$ cat src/rtl/conv_stream_tx.sv
// conv_stream_tx: serializes accepted 4-pixel groups (p0 first) onto an 8-bit
// stream for the pooling stage, with a capture strobe on the last beat, an
// optional idle gap after each group and a wrapping completed-group counter.
// Build option: `define SKID_BUF_EN adds a one-group holding register so the
// next group can be accepted while the current one streams.
module conv_stream_tx #(
  parameter int unsigned GAP_CYCLES = 0
) (
  input  logic            clk,
  input  logic            rst_n,
  input  logic            grp_valid,
  output logic            grp_ready,
  input  logic [3:0][7:0] grp_data,
  output logic [7:0]      conv_result,
  output logic            en,
  output logic            busy,
  output logic [15:0]     grp_count
);

  typedef enum logic [1:0] {
    S_IDLE = 2'd0,
    S_SEND = 2'd1,
    S_GAP  = 2'd2
  } state_e;

  // Gap counter load value: counts down to zero, so GAP_CYCLES cycles in GAP.
  localparam logic [3:0] GAP_LAST = (GAP_CYCLES == 32'd0) ? 4'd0 : 4'(GAP_CYCLES - 32'd1);

  state_e          state_q, state_d;
  logic [1:0]      beat_q, beat_d;
  logic [3:0]      gap_q, gap_d;
  logic [3:0][7:0] data_q, data_d;
  logic [7:0]      out_q, out_d;
  logic            en_q, en_d;
  logic            busy_q, busy_d;
  logic [15:0]     cnt_q, cnt_d;
  logic            run_q;
  logic            accept_s;
  logic            finish_s;
  logic            start_s;
  logic [3:0][7:0] start_data_s;
`ifdef SKID_BUF_EN
  logic [3:0][7:0] hold_q, hold_d;
  logic            hold_v_q, hold_v_d;
`endif

  // run_q keeps grp_ready low until the first clock edge after reset release.
`ifdef SKID_BUF_EN
  assign grp_ready = run_q & ~hold_v_q;
`else
  assign grp_ready = run_q & (state_q == S_IDLE);
`endif

  assign accept_s    = grp_valid & grp_ready;
  assign conv_result = out_q;
  assign en          = en_q;
  assign busy        = busy_q;
  assign grp_count   = cnt_q;

  // Next-state, next-output and holding-register logic.
  always_comb begin
    state_d      = state_q;
    beat_d       = beat_q;
    gap_d        = gap_q;
    data_d       = data_q;
    out_d        = 8'h00;
    en_d         = 1'b0;
    cnt_d        = cnt_q;
    finish_s     = 1'b0;
    start_s      = 1'b0;
    start_data_s = grp_data;
`ifdef SKID_BUF_EN
    hold_d       = hold_q;
    hold_v_d     = hold_v_q;
`endif
    case (state_q)
      S_IDLE: begin
        if (accept_s) begin
          start_s = 1'b1;
        end else begin
          state_d = S_IDLE;
        end
      end
      S_SEND: begin
        if (beat_q == 2'd3) begin
          if (GAP_CYCLES == 32'd0) begin
            finish_s = 1'b1;
          end else begin
            state_d = S_GAP;
            gap_d   = GAP_LAST;
          end
        end else begin
          beat_d = beat_q + 2'd1;
          out_d  = data_q[beat_d];
          en_d   = (beat_d == 2'd3);
        end
      end
      S_GAP: begin
        if (gap_q == 4'd0) begin
          finish_s = 1'b1;
        end else begin
          gap_d = gap_q - 4'd1;
        end
      end
      default: begin
        state_d = S_IDLE;
      end
    endcase

    // End of a group (after its gap): chain straight into a pending group.
    if (finish_s) begin
      state_d = S_IDLE;
`ifdef SKID_BUF_EN
      if (hold_v_q) begin
        start_s      = 1'b1;
        start_data_s = hold_q;
        hold_v_d     = 1'b0;
      end else if (accept_s) begin
        start_s = 1'b1;
      end else begin
        hold_v_d = 1'b0;
      end
`endif
    end else begin
      finish_s = 1'b0;
    end

`ifdef SKID_BUF_EN
    // A group arriving mid-stream parks in the holding register; when it
    // arrives on the finishing edge with the holder empty it starts directly.
    if (accept_s && (state_q != S_IDLE) && !finish_s) begin
      hold_d   = grp_data;
      hold_v_d = 1'b1;
    end else begin
      hold_d = hold_d;
    end
`endif

    if (start_s) begin
      state_d = S_SEND;
      beat_d  = 2'd0;
      data_d  = start_data_s;
      out_d   = start_data_s[0];
    end else begin
      data_d = data_d;
    end

    if (en_d) begin
      cnt_d = cnt_q + 16'd1;
    end else begin
      cnt_d = cnt_q;
    end

`ifdef SKID_BUF_EN
    busy_d = (state_d != S_IDLE) | hold_v_d;
`else
    busy_d = (state_d != S_IDLE);
`endif
  end

  // State and registered outputs; reset discards any group in flight or held.
  always_ff @(posedge clk or negedge rst_n) begin
    if (!rst_n) begin
      state_q  <= S_IDLE;
      beat_q   <= 2'd0;
      gap_q    <= 4'd0;
      data_q   <= '0;
      out_q    <= 8'h00;
      en_q     <= 1'b0;
      busy_q   <= 1'b0;
      cnt_q    <= 16'd0;
      run_q    <= 1'b0;
`ifdef SKID_BUF_EN
      hold_q   <= '0;
      hold_v_q <= 1'b0;
`endif
    end else begin
      state_q  <= state_d;
      beat_q   <= beat_d;
      gap_q    <= gap_d;
      data_q   <= data_d;
      out_q    <= out_d;
      en_q     <= en_d;
      busy_q   <= busy_d;
      cnt_q    <= cnt_d;
      run_q    <= 1'b1;
`ifdef SKID_BUF_EN
      hold_q   <= hold_d;
      hold_v_q <= hold_v_d;
`endif
    end
  end

endmodule

$ cat config.mk
export PLATFORM = sky130hd
export DESIGN_NAME = conv_stream_tx
export DESIGN_NICKNAME = d
export VERILOG_FILES = /design/src/rtl/conv_stream_tx.sv
export SDC_FILE = /design/constraint.sdc
export NUM_CORES = 1
export LEC_CHECK = 0
export BUFFER_PORTS_ARGS = -buffer_cell sky130_fd_sc_hd__buf_4
export CAP_MARGIN = 0
export CORE_UTILIZATION = 54
export DETAILED_ROUTE_END_ITERATION = 10
export PLACE_DENSITY = 0.79
export SETUP_SLACK_MARGIN = 0.5
export SLEW_MARGIN = 5
export SYNTH_ARGS = -nofsm -noshare
export SYNTH_HDL_FRONTEND = slang
export SYNTH_SLANG_ARGS = --single-unit
$ cat constraint.sdc
create_clock -name clk -period 2.5 [get_ports clk]
set_input_delay 0.25 -clock clk [delete_from_list [all_inputs] [get_ports clk]]
set_output_delay 0.25 -clock clk [all_outputs]
set_load 0.02 [all_outputs]
; Yosys cells after proc, flatten, opt, wreduce, memory -nomap -nowiden
; Index checks and enable logic that the tools add are counted.
[word_totals]
ff_bits = 67
input_bits = 35
[op_classes]
n_addsub = 3
magnitude_cmp = 1
n_eq_ne = 5
n_mux = 19
bitwise = 3
n_reduce_logical = 7
[ops]
columns = op, count
row1 = 8-bit two-way mux, 4
row2 = 16-bit by 1-bit adder with 16-bit output (second input constant), 1
row3 = 8-bit binary-select mux with 2-bit select, 1
row4 = 2-bit two-way mux, 6
row5 = 2-bit == test (second input constant), 3
row6 = 1-bit two-way mux, 6
row7 = 4-bit logical NOT, 1
row8 = 2-bit case mux with 2 select lines, 1
row9 = 2-bit AND reduction, 2
row10 = 2-bit nonzero test, 2
row11 = 4-bit by 1-bit subtractor with 4-bit output (second input constant), 1
row12 = 2-bit by 3-bit < comparator with 1-bit output (second input constant), 1
row13 = 2-bit by 1-bit adder with 2-bit output (second input constant), 1
row14 = 1-bit bitwise AND, 2
row15 = 2-bit by 1-bit == test with 1-bit output (second input constant), 1
row16 = 2-bit logical NOT, 1
row17 = 2-bit inequality test (second input constant), 1
row18 = 1-bit case mux with 2 select lines, 1
row19 = 2-bit OR reduction, 1
row20 = 1-bit inverter, 1

; Logic depth before layout (Yosys ltp)
; Gate-level depths: netlist of the first run.
[depth]
word_depth = 8
ltp_mapped = 7
mapped_depth_nobuf = 6

; Worst setup path after synthesis of the first run
; OpenSTA, ideal clock, no wires.
[synth_path]
kind = reg-to-reg
from = register beat_q[0]
to = register out_q[3] (netlist: conv_result[3])
setup_time_ns = 0.119
arrival_time_ns = 1.686
required_time_ns = 2.381
setup_slack_ns = 0.696
path_stages_with_launch = 8
n_path_buf = 2
period_less_slack_ns = 1.804
path_cell_list = dfrtp_1 -> buf_2 -> inv_1 -> ha_1 -> clkbuf_1 -> mux4_2 -> nand3_1 -> nand2_1
[synth_via]
elab_chain_len = 6
word_cells_on_any_way = 7
cone_classes = add/sub: 1 / eq/ne: 1 / mux: 5
[synth_rtl]
columns = element, line
row1 = start: declaration, 30  ; logic [1:0] beat_q, beat_d;
row2 = start signal: assignment, 179  ; beat_q <= beat_d;
row3 = 2-bit by 1-bit adder with 2-bit output, 93  ; beat_d = beat_q + 2'd1;
row4 = 8-bit binary-select mux with 2-bit select, 94  ; out_d = data_q[beat_d];
row5 = 8-bit two-way mux (implied by the code), 94
row6 = 8-bit two-way mux *, 85  ; if (beat_q == 2'd3) begin
row7 = 8-bit two-way mux *, 76  ; case (state_q)
row8 = 8-bit two-way mux *, 139  ; if (start_s) begin
row9 = via out_d[3], 33  ; logic [7:0] out_q, out_d;
row10 = end signal: assignment, 182  ; out_q <= out_d;
row11 = end: declaration, 33
; Mark *: on every way through the listed nets, which the timed path passes. The rest lies on a longest branch. The select of a mux whose other input is x is not followed.
; A chain may end at the register's enable or synchronous reset.

; Final worst setup path of the first run
[layout_path]
from = register state_q[1]
to = register cnt_q[12] (netlist: grp_count[12])
[layout_via]
elab_chain_len = 2
[layout_rtl]
columns = element, line
row1 = start: declaration, 29  ; state_e state_q, state_d;
row2 = start signal: assignment, 178  ; state_q <= state_d;
row3 = 2-bit by 1-bit == test with 1-bit output, 76
row4 = 1-bit two-way mux, 76
row5 = end signal: assignment, 185  ; cnt_q <= cnt_d;
row6 = end: declaration, 36  ; logic [15:0] cnt_q, cnt_d;
; No other way between the ends.

==> results by group, run 1 <==
Run status
  – Run status: finished, final reports clean

Global routing
  – Vias in the first global route: 2,043
  – Global-route wire length before repair: 9.08 mm
  – Global-route total usage across every layer: 0.223
  – Final global-route overflow total: 0
  – Number of antenna violations at the first check in global routing: 0
  – Pin count of the biggest net entering global routing: 68

Clock tree
  – CTS H-Tree Depth: 3
  – CTS Hold Buffers Added: 0
  – Clock transition at the registers of the reported paths: 0.07 ns
  – Master cell of the clock root buffer: sky130_fd_sc_hd__clkbuf_8
  – Clock tree from TritonCTS: done
  – Clk buf depth: 2
  – TritonCTS buffer count: 9
  – Post-CTS sizing: 0
  – TritonCTS Sinks: 67
  – Post-CTS setup buffer count: 0
  – Clk_lat worst skew: 0.33 ns

Die
  – Core outline area: 0.00517 mm²
  – Initial core utilization: 0.566
  – Die height: 75.6 µm
  – DIE AREA: 0.00572 mm²
  – Number of placed I/O pins: 62
  – Die boundary width: 75.6 µm
  – Number of placement rows: 26

Route
  – Residual DRC count: 0
  – Per-cell via count in the routed design: 5.00
  – Total number of vias: 2,162
  – Router iterations before antenna repair: 4
  – Routed Wire Length: 5.45 mm
  – Violation count after the first detailed-routing iteration: 147
  – Average detailed-routed wire length per instance: 12.6 µm
  – Routed Antenna Nets: 0

STA
  – Total count of max-transition violations in the final report: 0
  – Final sum of negative setup slack: 0 ns
  – Final Hold Fails: 0
  – Max transition margin: 0.460
  – F_max: 0.571 GHz
  – Fin crit period: 1.75 ns
  – Worst Clk Skew: 0.00724 ns
  – Setup violation total in the final timing report: 0
  – Final critical-path share of the clock period: 0.701
  – Slew of the pin with the lowest slew margin: 0.810 ns
  – Unrepaired setup endpoints after global routing: false

Setup path
  – R2r startpoint: state_q[1]
  – Worst r2r path cells: 6
  – CP endpoint kind: register
  – Kind of critical path: reg2reg
  – Slack of the worst reg-to-reg path: 0.75 ns
  – Capture point of the worst reg-to-reg path: grp_count[12]
  – Critical Path Fanout Max: 7
  – Required time reported for the critical path endpoint: 2.72 ns
  – Element type at the critical path start: register
  – Data arrival at the endpoint of the critical path: 1.98 ns

Yosys
  – Summed instance area of the synthesized netlist: 0.00293 mm²
  – Share of the yosys chip area belonging to registers: 0.573
  – Post-synthesis cell count: 293
  – Warnings from Yosys: 0
  – Unique cell type count in the Yosys netlist: 26
  – Number of storage elements in the synthesis netlist: 67
  – Net count after synthesis: 336
  – Syn avg cell area: 9.98 µm²

Placed design
  – Final Wtd Congestion: 0.825
  – Estimated wirelength of the detail-placed design: 3.64 mm
  – Count of input and output buffers: 61

Pwr
  – Pwr/cell area: 1100 mW/mm²
  – Peak VDD IR: 0.595 mV
  – Tot Pwr: 0.00403 W
  – Leakage power summed over all cells: 1.95 nW

Final layout
  – Ratio of cells with drive above 1 in the final layout: 0.249
  – Area overhead of the layout relative to synthesis: 25.2%
  – Antenna diode count: 0
  – Final net count: 400
  – Most common library cell in the layout ignoring fill and taps: sky130_fd_sc_hd__nand2_1
  – Commonest cells after routing, fill and taps aside: sky130_fd_sc_hd__nand2_1, sky130_fd_sc_hd__dfrtp_1, sky130_fd_sc_hd__buf_4, sky130_fd_sc_hd__nand3_1, sky130_fd_sc_hd__nor2_1

Hold path
  – Min-delay worst type: in2async

Run
  – Count of max-cap constraint violations: 0
## cell type report
type	count	area, µm²
clock buffer	11	131
fill	386	1510
tap	70	87.6
sequential	67	1680
timing repair buffer	65	488
inverter	9	33.8
clock inverter	5	77.6
multi-input combinational	205	1170
## how the worst max path moves through the flow
stage | endpoint | slack (ns) | cells past startpoint | start
after floorplan | conv_result[3] | 0.70 | 7 | beat_q[0]
after global placement | grp_count[13] | 0.87 | 6 | state_q[1]
after detailed placement | grp_count[12] | 0.73 | 6 | state_q[1]
after CTS | grp_count[12] | 0.73 | 6 | state_q[1]
after global routing | grp_count[12] | 0.57 | 6 | state_q[1]
final | grp_count[12] | 0.75 | 6 | state_q[1]
## synth_stat cells
master / number / area [µm²]
sky130_fd_sc_hd__nor2_1: 11 / 41.3
sky130_fd_sc_hd__nand2_1: 119 / 447
sky130_fd_sc_hd__nor3b_1: 1 / 7.51
sky130_fd_sc_hd__xor2_1: 7 / 61.3
sky130_fd_sc_hd__nand3_1: 14 / 70.1
sky130_fd_sc_hd__nand4_1: 3 / 18.8
sky130_fd_sc_hd__a21o_1: 1 / 7.51
sky130_fd_sc_hd__mux2i_1: 1 / 10.0
sky130_fd_sc_hd__clkbuf_1: 10 / 37.5
sky130_fd_sc_hd__nor3_1: 3 / 15.0
sky130_fd_sc_hd__buf_2: 2 / 10.0
sky130_fd_sc_hd__xnor2_1: 10 / 87.6
sky130_fd_sc_hd__and2_1: 1 / 6.26
sky130_fd_sc_hd__nand4_2: 1 / 12.5
sky130_fd_sc_hd__dfrtp_1: 67 / 1680
sky130_fd_sc_hd__ha_1: 8 / 100
sky130_fd_sc_hd__inv_1: 9 / 33.8
sky130_fd_sc_hd__and3_1: 3 / 18.8
sky130_fd_sc_hd__or3_4: 1 / 11.3
sky130_fd_sc_hd__mux2_2: 1 / 11.3
sky130_fd_sc_hd__a21oi_1: 3 / 15.0
sky130_fd_sc_hd__o21ai_0: 6 / 30.0
sky130_fd_sc_hd__nand2b_1: 1 / 6.26
sky130_fd_sc_hd__nor2b_1: 1 / 6.26
sky130_fd_sc_hd__conb_1: 1 / 3.75
sky130_fd_sc_hd__mux4_2: 8 / 180
## state kept, by name, indices dropped and copies added, names as in the netlist
| register | count |
|---|---|
| beat_q | 2 |
| data_q | 32 |
| state_q | 2 |
| busy | 1 |
| conv_result | 8 |
| run_q | 1 |
| en | 1 |
| gap_q | 4 |
| grp_count | 16 |
## logic make-up (layout without fill, tap and decap cells)
| group | Yosys count | count (layout) | synth area share |
|---|---|---|---|
| AOI/OAI and AO/OA | 10 | 10 | 0.0180 |
| adders and majority gates | 8 | 8 | 0.0342 |
| and+or+nand+nor | 159 | 159 | 0.226 |
| buffers and inverters | 21 | 90 | 0.0278 |
| xor gates and xnor gates | 17 | 17 | 0.0509 |
| DFF | 67 | 67 | 0.573 |
| muxes | 10 | 10 | 0.0689 |
| other | 1 | 1 | 0.00128 |
## stage by stage
| step | area (µm²) | cells | hold slack (ns) | setup slack (ns) | util |
|---|---|---|---|---|---|
| after global routing | 3660 | 432 | 0.0805 | 0.569 | 0.708 |
| after detailed placement | 3450 | 416 | 0.390 | 0.735 | 0.668 |
| after CTS | 3660 | 432 | 0.0273 | 0.733 | 0.708 |
| after global placement | 3450 | 416 | 0.393 | 0.868 | 0.668 |
| after floorplan | 2930 | 293 | -0.0456 | 0.696 | - |
| final | 3660 | 432 | 0.00107 | 0.748 | 0.708 |
## power breakdown
group	internal, W	switching, W	total [W]
registers	0.00147	0.000215	0.00168
logic	0.000680	0.000719	0.00140
clock network	0.000559	0.000388	0.000946
total	0.00270	0.00132	0.00403
## worst max-delay path, stage by stage, from the launching register on
cell                      delay [ns]
sky130_fd_sc_hd__dfrtp_1        0.38
sky130_fd_sc_hd__inv_1          0.08
sky130_fd_sc_hd__ha_1           0.28
sky130_fd_sc_hd__nand3_1        0.17
sky130_fd_sc_hd__nor3_1         0.41
sky130_fd_sc_hd__nand4_1        0.17
sky130_fd_sc_hd__xnor2_1        0.15
## metal layers
metal	vias to the layer above	global-route usage	wire length, µm
met2	57	0.378	2680
met5	-	0	0
li1	1071	-	-
met1	1023	0.271	2410
met4	0	0.117	129
met3	11	0.0450	239
No activity file was read; power rests on OpenSTA's default activity.
==> run 2: changes to the inputs <==
CORE_UTILIZATION = 49   (was 54)
PLACE_DENSITY = 0.76   (was 0.79)
clock period = 1.6 ns   (was 2.5 ns; I/O delays follow)
==> results by group, run 2 (same netlist as run 1, synthesis figures left out) <==
STA
  – Worst Clk Skew: 0.0115 ns (+0.00430 ns)
  – Unrepaired setup endpoints after global routing: true
  – Setup WS post-layout: -0.00827 ns (-0.756 ns)
  – Total count of max-transition violations in the final report: 0 (unchanged)
  – Fin crit period: 1.61 ns (-0.144 ns)
  – Final Hold Slack: -0.00230 ns (-0.00337 ns)
  – F_max: 0.622 GHz (+9.0%)
  – Setup violation total in the final timing report: 1 (+1)
  – Final critical-path share of the clock period: 1.01 (+0.304)
  – Final Hold Fails: 2 (+2)
  – Final sum of negative setup slack: -0.00827 ns (-0.00827 ns)

Global routing
  – Pin count of the biggest net entering global routing: 45 (-34%)
  – Vias in the first global route: 2,511 (+23%)
  – Global-route wire length before repair: 12.6 mm (+39%)
  – Final global-route overflow total: 0 (unchanged)
  – Global-route total usage across every layer: 0.275 (+0.0519)
  – Number of antenna violations at the first check in global routing: 0 (unchanged)

Clock tree
  – Clock tree from TritonCTS: done
  – Master cell of the clock root buffer: sky130_fd_sc_hd__clkbuf_8
  – Clk_lat worst skew: 0.36 ns (+0.03 ns)
  – CTS H-Tree Depth: 3 (unchanged)
  – Clk buf depth: 2 (unchanged)
  – TritonCTS Sinks: 67 (unchanged)
  – TritonCTS buffer count: 9 (unchanged)
  – Clock transition at the registers of the reported paths: 0.07 ns (about the same)

Final layout
  – Most common library cell in the layout ignoring fill and taps: sky130_fd_sc_hd__buf_4
  – Multi-input combinational cell area: 0.00174 mm² (+49%)
  – Largest register FFs: 32 (unchanged)
  – Final net count: 452 (+13%)
  – Top register by number of flip-flops: data_q
  – Area overhead of the layout relative to synthesis: 63.6%
  – Commonest cells after routing, fill and taps aside: sky130_fd_sc_hd__buf_4, sky130_fd_sc_hd__nand2_1, sky130_fd_sc_hd__dfrtp_1, sky130_fd_sc_hd__nand2_2, sky130_fd_sc_hd__buf_6
  – Ratio of cells with drive above 1 in the final layout: 0.562 (+0.313)
  – Fill cells: 261 (-32%)
  – Register area: 0.00168 mm² (+0.37%)
  – Antenna diode count: 0 (unchanged)

Setup path
  – Critical Path Fanout Max: 5 (-2)
  – Crit-path cells: inv_2 > ha_4 > buf_6 > nand3_4 > nor3_4 > buf_4 > nand2_4 > xnor2_2
  – Required time reported for the critical path endpoint: 1.87 ns (-0.85 ns)
  – CP endpoint kind: register
  – Data arrival at the endpoint of the critical path: 1.87 ns (-0.11 ns)
  – Worst r2r path cells: 8 (+2)
  – Element type at the critical path start: register
  – Slowest-stage cell, CP: sky130_fd_sc_hd__dfrtp_1
  – Capture point of the worst reg-to-reg path: grp_count[14]
  – Kind of critical path: reg2reg
  – Worst path max stage delay: 0.39 ns (-0.02 ns)
  – R2r startpoint: state_q[1]
  – Slack of the worst reg-to-reg path: -0.008 ns (-0.76 ns)

Die
  – Die boundary width: 79.3 µm (+4.8%)
  – Number of placed I/O pins: 62 (unchanged)
  – Die height: 79.3 µm (+4.8%)
  – DIE AREA: 0.00628 mm² (+9.9%)
  – Number of placement rows: 27 (+3.8%)
  – Core outline area: 0.00564 mm² (+9.1%)
  – Initial core utilization: 0.519 (-0.0470)

Pwr
  – Leakage power summed over all cells: 2.38 nW (+22%)
  – Peak VDD IR: 1.05 mV (+77%)
  – Pwr/cell area: 1720 mW/mm² (+57%)

Route
  – Average detailed-routed wire length per instance: 21.2 µm (+68%)
  – Router iterations before antenna repair: 4 (unchanged)
  – Total number of vias: 2,752 (+27%)
  – Routed Wire Length: 10.3 mm (+89%)
  – Violation count after the first detailed-routing iteration: 296 (+100%)
  – Routed Antenna Nets: 0 (unchanged)
  – Per-cell via count in the routed design: 5.67 (+13%)
  – Residual DRC count: 0 (unchanged)

Placed design
  – Worst slack at placement: 0.0937 ns (-0.641 ns)
  – Estimated wirelength of the detail-placed design: 3.85 mm (+5.9%)
  – Final Wtd Congestion: 0.755 (-8.5%)
  – Count of input and output buffers: 61 (unchanged)

Hold path
  – Hold_sp: grp_data[16]
  – Worst hold path cell count: 3
  – Hold-critical path endpoint: data_q[16]
  – Min-delay worst type: in2reg

Run
  – Count of max-cap constraint violations: 0 (unchanged)

Run status
  – Run status: finished, violations left
  – Violations in the final reports: hold timing, setup timing
==> run 2: where the power goes <==
group          switching [W]  internal (W)
sequential          0.000556       0.00230
clock               0.000676      0.000884
combinational        0.00190       0.00193
==> run 2: final cells by class <==
class	instances	area share
Clock buffer	14	0.0382
Clock inverter	1	0.00627
Inverter	9	0.00758
Multi-Input combinational cell	212	0.364
Sequential cell	67	0.352
Tap cell	72	0.0188
Timing Repair Buffer	110	0.214
==> run 2: layer usage <==
metal / share of wire / vias up / wire, µm / GRT usage
met5: 0 / - / 0 / 0
met4: 0.040 / 0 / 407 / 0.127
met3: 0.081 / 43 / 837 / 0.0747
met2: 0.51 / 186 / 5270 / 0.440
met1: 0.37 / 1337 / 3770 / 0.347
li1: - / 1186 / - / -
==> run 2: critical path: cells and delay by family (launching register included) <==
family                     cells  cell delay [ns]
and+or+nand+nor                3             0.40
DFF                            1             0.39
xor gates and xnor gates       1             0.20
adders and majority gates      1             0.17
buffers and inverters          3             0.35
==> run 2: metrics by stage <==
stage / std cells / area (µm²) / total power, W / utilization
floorplan: 293 / 3130 / 0.00439 / -
global placement: 419 / 3600 / 0.00497 / 0.638
detailed placement: 419 / 3600 / 0.00507 / 0.638
CTS: 464 / 4330 / 0.00707 / 0.768
global route: 485 / 4790 / 0.00855 / 0.849
finish: 485 / 4790 / 0.00825 / 0.849
==> run 2: worst max-delay path by stage <==
stage	startpoint	endpoint	slack, ns
floorplan	beat_q[0]	grp_count[11]	0.12
global placement	state_q[1]	grp_count[9]	0.17
detailed placement	state_q[1]	grp_count[13]	0.09
CTS	state_q[1]	grp_count[13]	0.11
global route	state_q[1]	grp_count[14]	-0.08
finish	state_q[1]	grp_count[14]	-0.008
==> run 2: repair_timing <==
action                     4_1_cts  5_1_grt
pin swaps                        8       19
hold buffers                     1        0
setup endpoints to repair       73       78
gates cloned                    10        0
gates resized for setup         47       79
setup buffers                   19       21
hold endpoints to repair        23        0
==> run 3: changes to the inputs <==
==> constraint.sdc (replaced) <==
create_clock -name clk -period 1.6 [get_ports clk]
set_input_delay 0.32 -clock clk [delete_from_list [all_inputs] [get_ports clk]]
set_output_delay 0.32 -clock clk [all_outputs]
set_load 0.02 [all_outputs]
==> results by group, run 3 (same netlist as run 1, synthesis figures left out) <==
Run status
  – Run status: finished, violations left
  – Violations in the final reports: setup timing

STA
  – Total count of max-transition violations in the final report: 0 (unchanged)
  – Final critical-path share of the clock period: 1.04 (+0.0331)
  – Final sum of negative setup slack: -0.481 ns (-0.473 ns)
  – Unrepaired setup endpoints after global routing: true
  – F_max: 0.602 GHz (-3.2%)
  – Setup violation total in the final timing report: 17 (+16)
  – Setup WS post-layout: -0.0612 ns (-0.0529 ns)
  – Worst Clk Skew: 0.00928 ns (-0.00226 ns)
  – Final Hold Fails: 0 (-2)
  – Fin crit period: 1.66 ns (+0.0529 ns)

Global routing
  – Most used routing layer in global routing: met2
  – Met3 global-route usage: 0.0828 (+0.00805)
  – Pin count of the biggest net entering global routing: 33 (-27%)
  – Number of antenna violations at the first check in global routing: 0 (unchanged)
  – Met2 routing resource usage after global routing: 0.509 (+0.0698)
  – Global-route total usage across every layer: 0.298 (+0.0235)
  – Vias in the first global route: 2,688 (+7.0%)
  – Global-route wire length before repair: 13.4 mm (+6.1%)
  – Final global-route overflow total: 0 (unchanged)
  – Global-route met1 utilization: 0.341 (-0.00611)

Clock tree
  – CTS H-Tree Depth: 3 (unchanged)
  – Master cell of the clock root buffer: sky130_fd_sc_hd__clkbuf_8
  – TritonCTS Sinks: 67 (unchanged)
  – Clk buf depth: 2 (unchanged)
  – Clock transition at the registers of the reported paths: 0.07 ns (about the same)
  – Clock tree from TritonCTS: done
  – TritonCTS buffer count: 9 (unchanged)
  – Clk_lat worst skew: 0.35 ns (about the same)

Final layout
  – Fill cells: 253 (-3.1%)
  – Antenna diode count: 0 (unchanged)
  – Post-route insts no fill: 488 (+0.62%)
  – Ratio of cells with drive above 1 in the final layout: 0.572 (+0.0104)
  – Top register by number of flip-flops: data_q
  – Most common library cell in the layout ignoring fill and taps: sky130_fd_sc_hd__nand2_1
  – Final net count: 455 (+0.66%)
  – Largest register FFs: 32 (unchanged)
  – Commonest cells after routing, fill and taps aside: sky130_fd_sc_hd__nand2_1, sky130_fd_sc_hd__buf_4, sky130_fd_sc_hd__dfrtp_1, sky130_fd_sc_hd__nand2_2, sky130_fd_sc_hd__buf_6
  – Area overhead of the layout relative to synthesis: 67.1%

Die
  – Core outline area: 0.00564 mm² (unchanged)
  – Number of placement rows: 27 (unchanged)
  – Die boundary width: 79.3 µm (unchanged)
  – DIE AREA: 0.00628 mm² (unchanged)
  – Die height: 79.3 µm (unchanged)
  – Number of placed I/O pins: 62 (unchanged)
  – Initial core utilization: 0.519 (unchanged)

Pwr
  – Leakage power summed over all cells: 2.40 nW (+0.99%)
  – Pwr/cell area: 1770 mW/mm² (+2.6%)
  – Tot Pwr: 0.00864 W (+4.7%)
  – Peak VDD IR: 1.28 mV (+22%)

Setup path
  – Required time reported for the critical path endpoint: 1.83 ns (-0.04 ns)
  – Crit-path cells: ha_4 > nand4_4 > or3_4 > buf_6 > xnor2_2
  – Buffering stage count on the worst path with inverters included: 1 (-2)
  – Critical Path Fanout Max: 4 (-1)
  – Worst path max stage delay: 0.46 ns (+0.07 ns)
  – Kind of critical path: reg2reg
  – Element type at the critical path start: register
  – Data arrival at the endpoint of the critical path: 1.89 ns (+0.02 ns)
  – Cell type group with the largest total delay on the critical path: simple AND/OR/NAND/NOR gates
  – CP endpoint kind: register
  – Slowest-stage cell, CP: sky130_fd_sc_hd__dfrtp_1

Route
  – Per-cell via count in the routed design: 5.72 (+0.87%)
  – Residual DRC count: 0 (unchanged)
  – Router iterations before antenna repair: 6 (+2)
  – Total number of vias: 2,793 (+1.5%)
  – Routed Wire Length: 10.5 mm (+1.7%)
  – Average detailed-routed wire length per instance: 21.4 µm (+1.0%)
  – Violation count after the first detailed-routing iteration: 261 (-12%)
  – Routed Antenna Nets: 0 (unchanged)

Hold path
  – Min-delay worst type: in2reg

Placed design
  – Final Wtd Congestion: 0.725 (-4.0%)
  – Estimated wirelength of the detail-placed design: 4.19 mm (+8.8%)
  – Count of input and output buffers: 61 (unchanged)
  – Number of instances in the placed design: 420 (+0.24%)

Run
  – Count of max-cap constraint violations: 0 (unchanged)
## run 3: where the power goes
part	switching, W	internal [W]	total, W
sequential	0.000584	0.00230	0.00289
combinational	0.00203	0.00218	0.00422
clock	0.000647	0.000883	0.00153
total	0.00326	0.00537	0.00864
## run 3: per-layer routing
layer	vias to the layer above	share of wire
li1	1197	-
met1	1374	0.37
met2	190	0.52
met3	32	0.080
met4	0	0.030
met5	-	0
## run 3: path summary, 6_finish.rpt
check / slack (ns) / endpoint / start / depth (start not counted)
worst max-delay path: -0.06 / grp_count[7] / beat_q[1] / 5
worst min-delay path: 0.17 / data_q[23] / grp_data[23] / 3
worst max register to register: -0.06 / grp_count[7] / beat_q[1] / 5
worst min register to register: 0.48 / data_q[14] / data_q[14] / 2
max in group asynchronous: 0.67 / beat_q[0] / rst_n / 3
min in group asynchronous: 0.41 / grp_count[12] / rst_n / 2
## run 3: per-stage QoR
stage / instance area, µm² / setup WS [ns] / utilization / hold slack [ns]
after floorplan: 3130 / 0.125 / - / 0.0244
after global placement: 3600 / 0.164 / 0.639 / 0.289
after detailed placement: 3600 / 0.0894 / 0.639 / 0.301
after CTS: 4580 / 0.0655 / 0.812 / 0.167
after global routing: 4890 / -0.109 / 0.866 / 0.182
final: 4890 / -0.0612 / 0.866 / 0.168
## run 3: timing repair
action,CTS,global route
buffers inserted,33,10
endpoints found under the hold margin,30,0
gates cloned,7,2
pin swaps,16,25
gates resized for setup,86,57
setup endpoints to repair,91,99
hold buffers,1,0
## run 3: worst reg2reg max path, cell delays in order (launching register included)
cell                      delay (ns)
sky130_fd_sc_hd__dfrtp_1        0.46
sky130_fd_sc_hd__ha_4           0.22
sky130_fd_sc_hd__nand4_4        0.13
sky130_fd_sc_hd__or3_4          0.47
sky130_fd_sc_hd__buf_6          0.15
sky130_fd_sc_hd__xnor2_2        0.13
## run 3: final cells by class
class	count	area, µm²	area share
clock buffers	14	183	0.0374
clock inverters	1	30.0	0.00614
inverters	9	36.3	0.00742
multi-input cells	212	1740	0.356
flip-flops and latches	67	1680	0.344
well taps	72	90.1	0.0184
repair buffers	113	1130	0.231
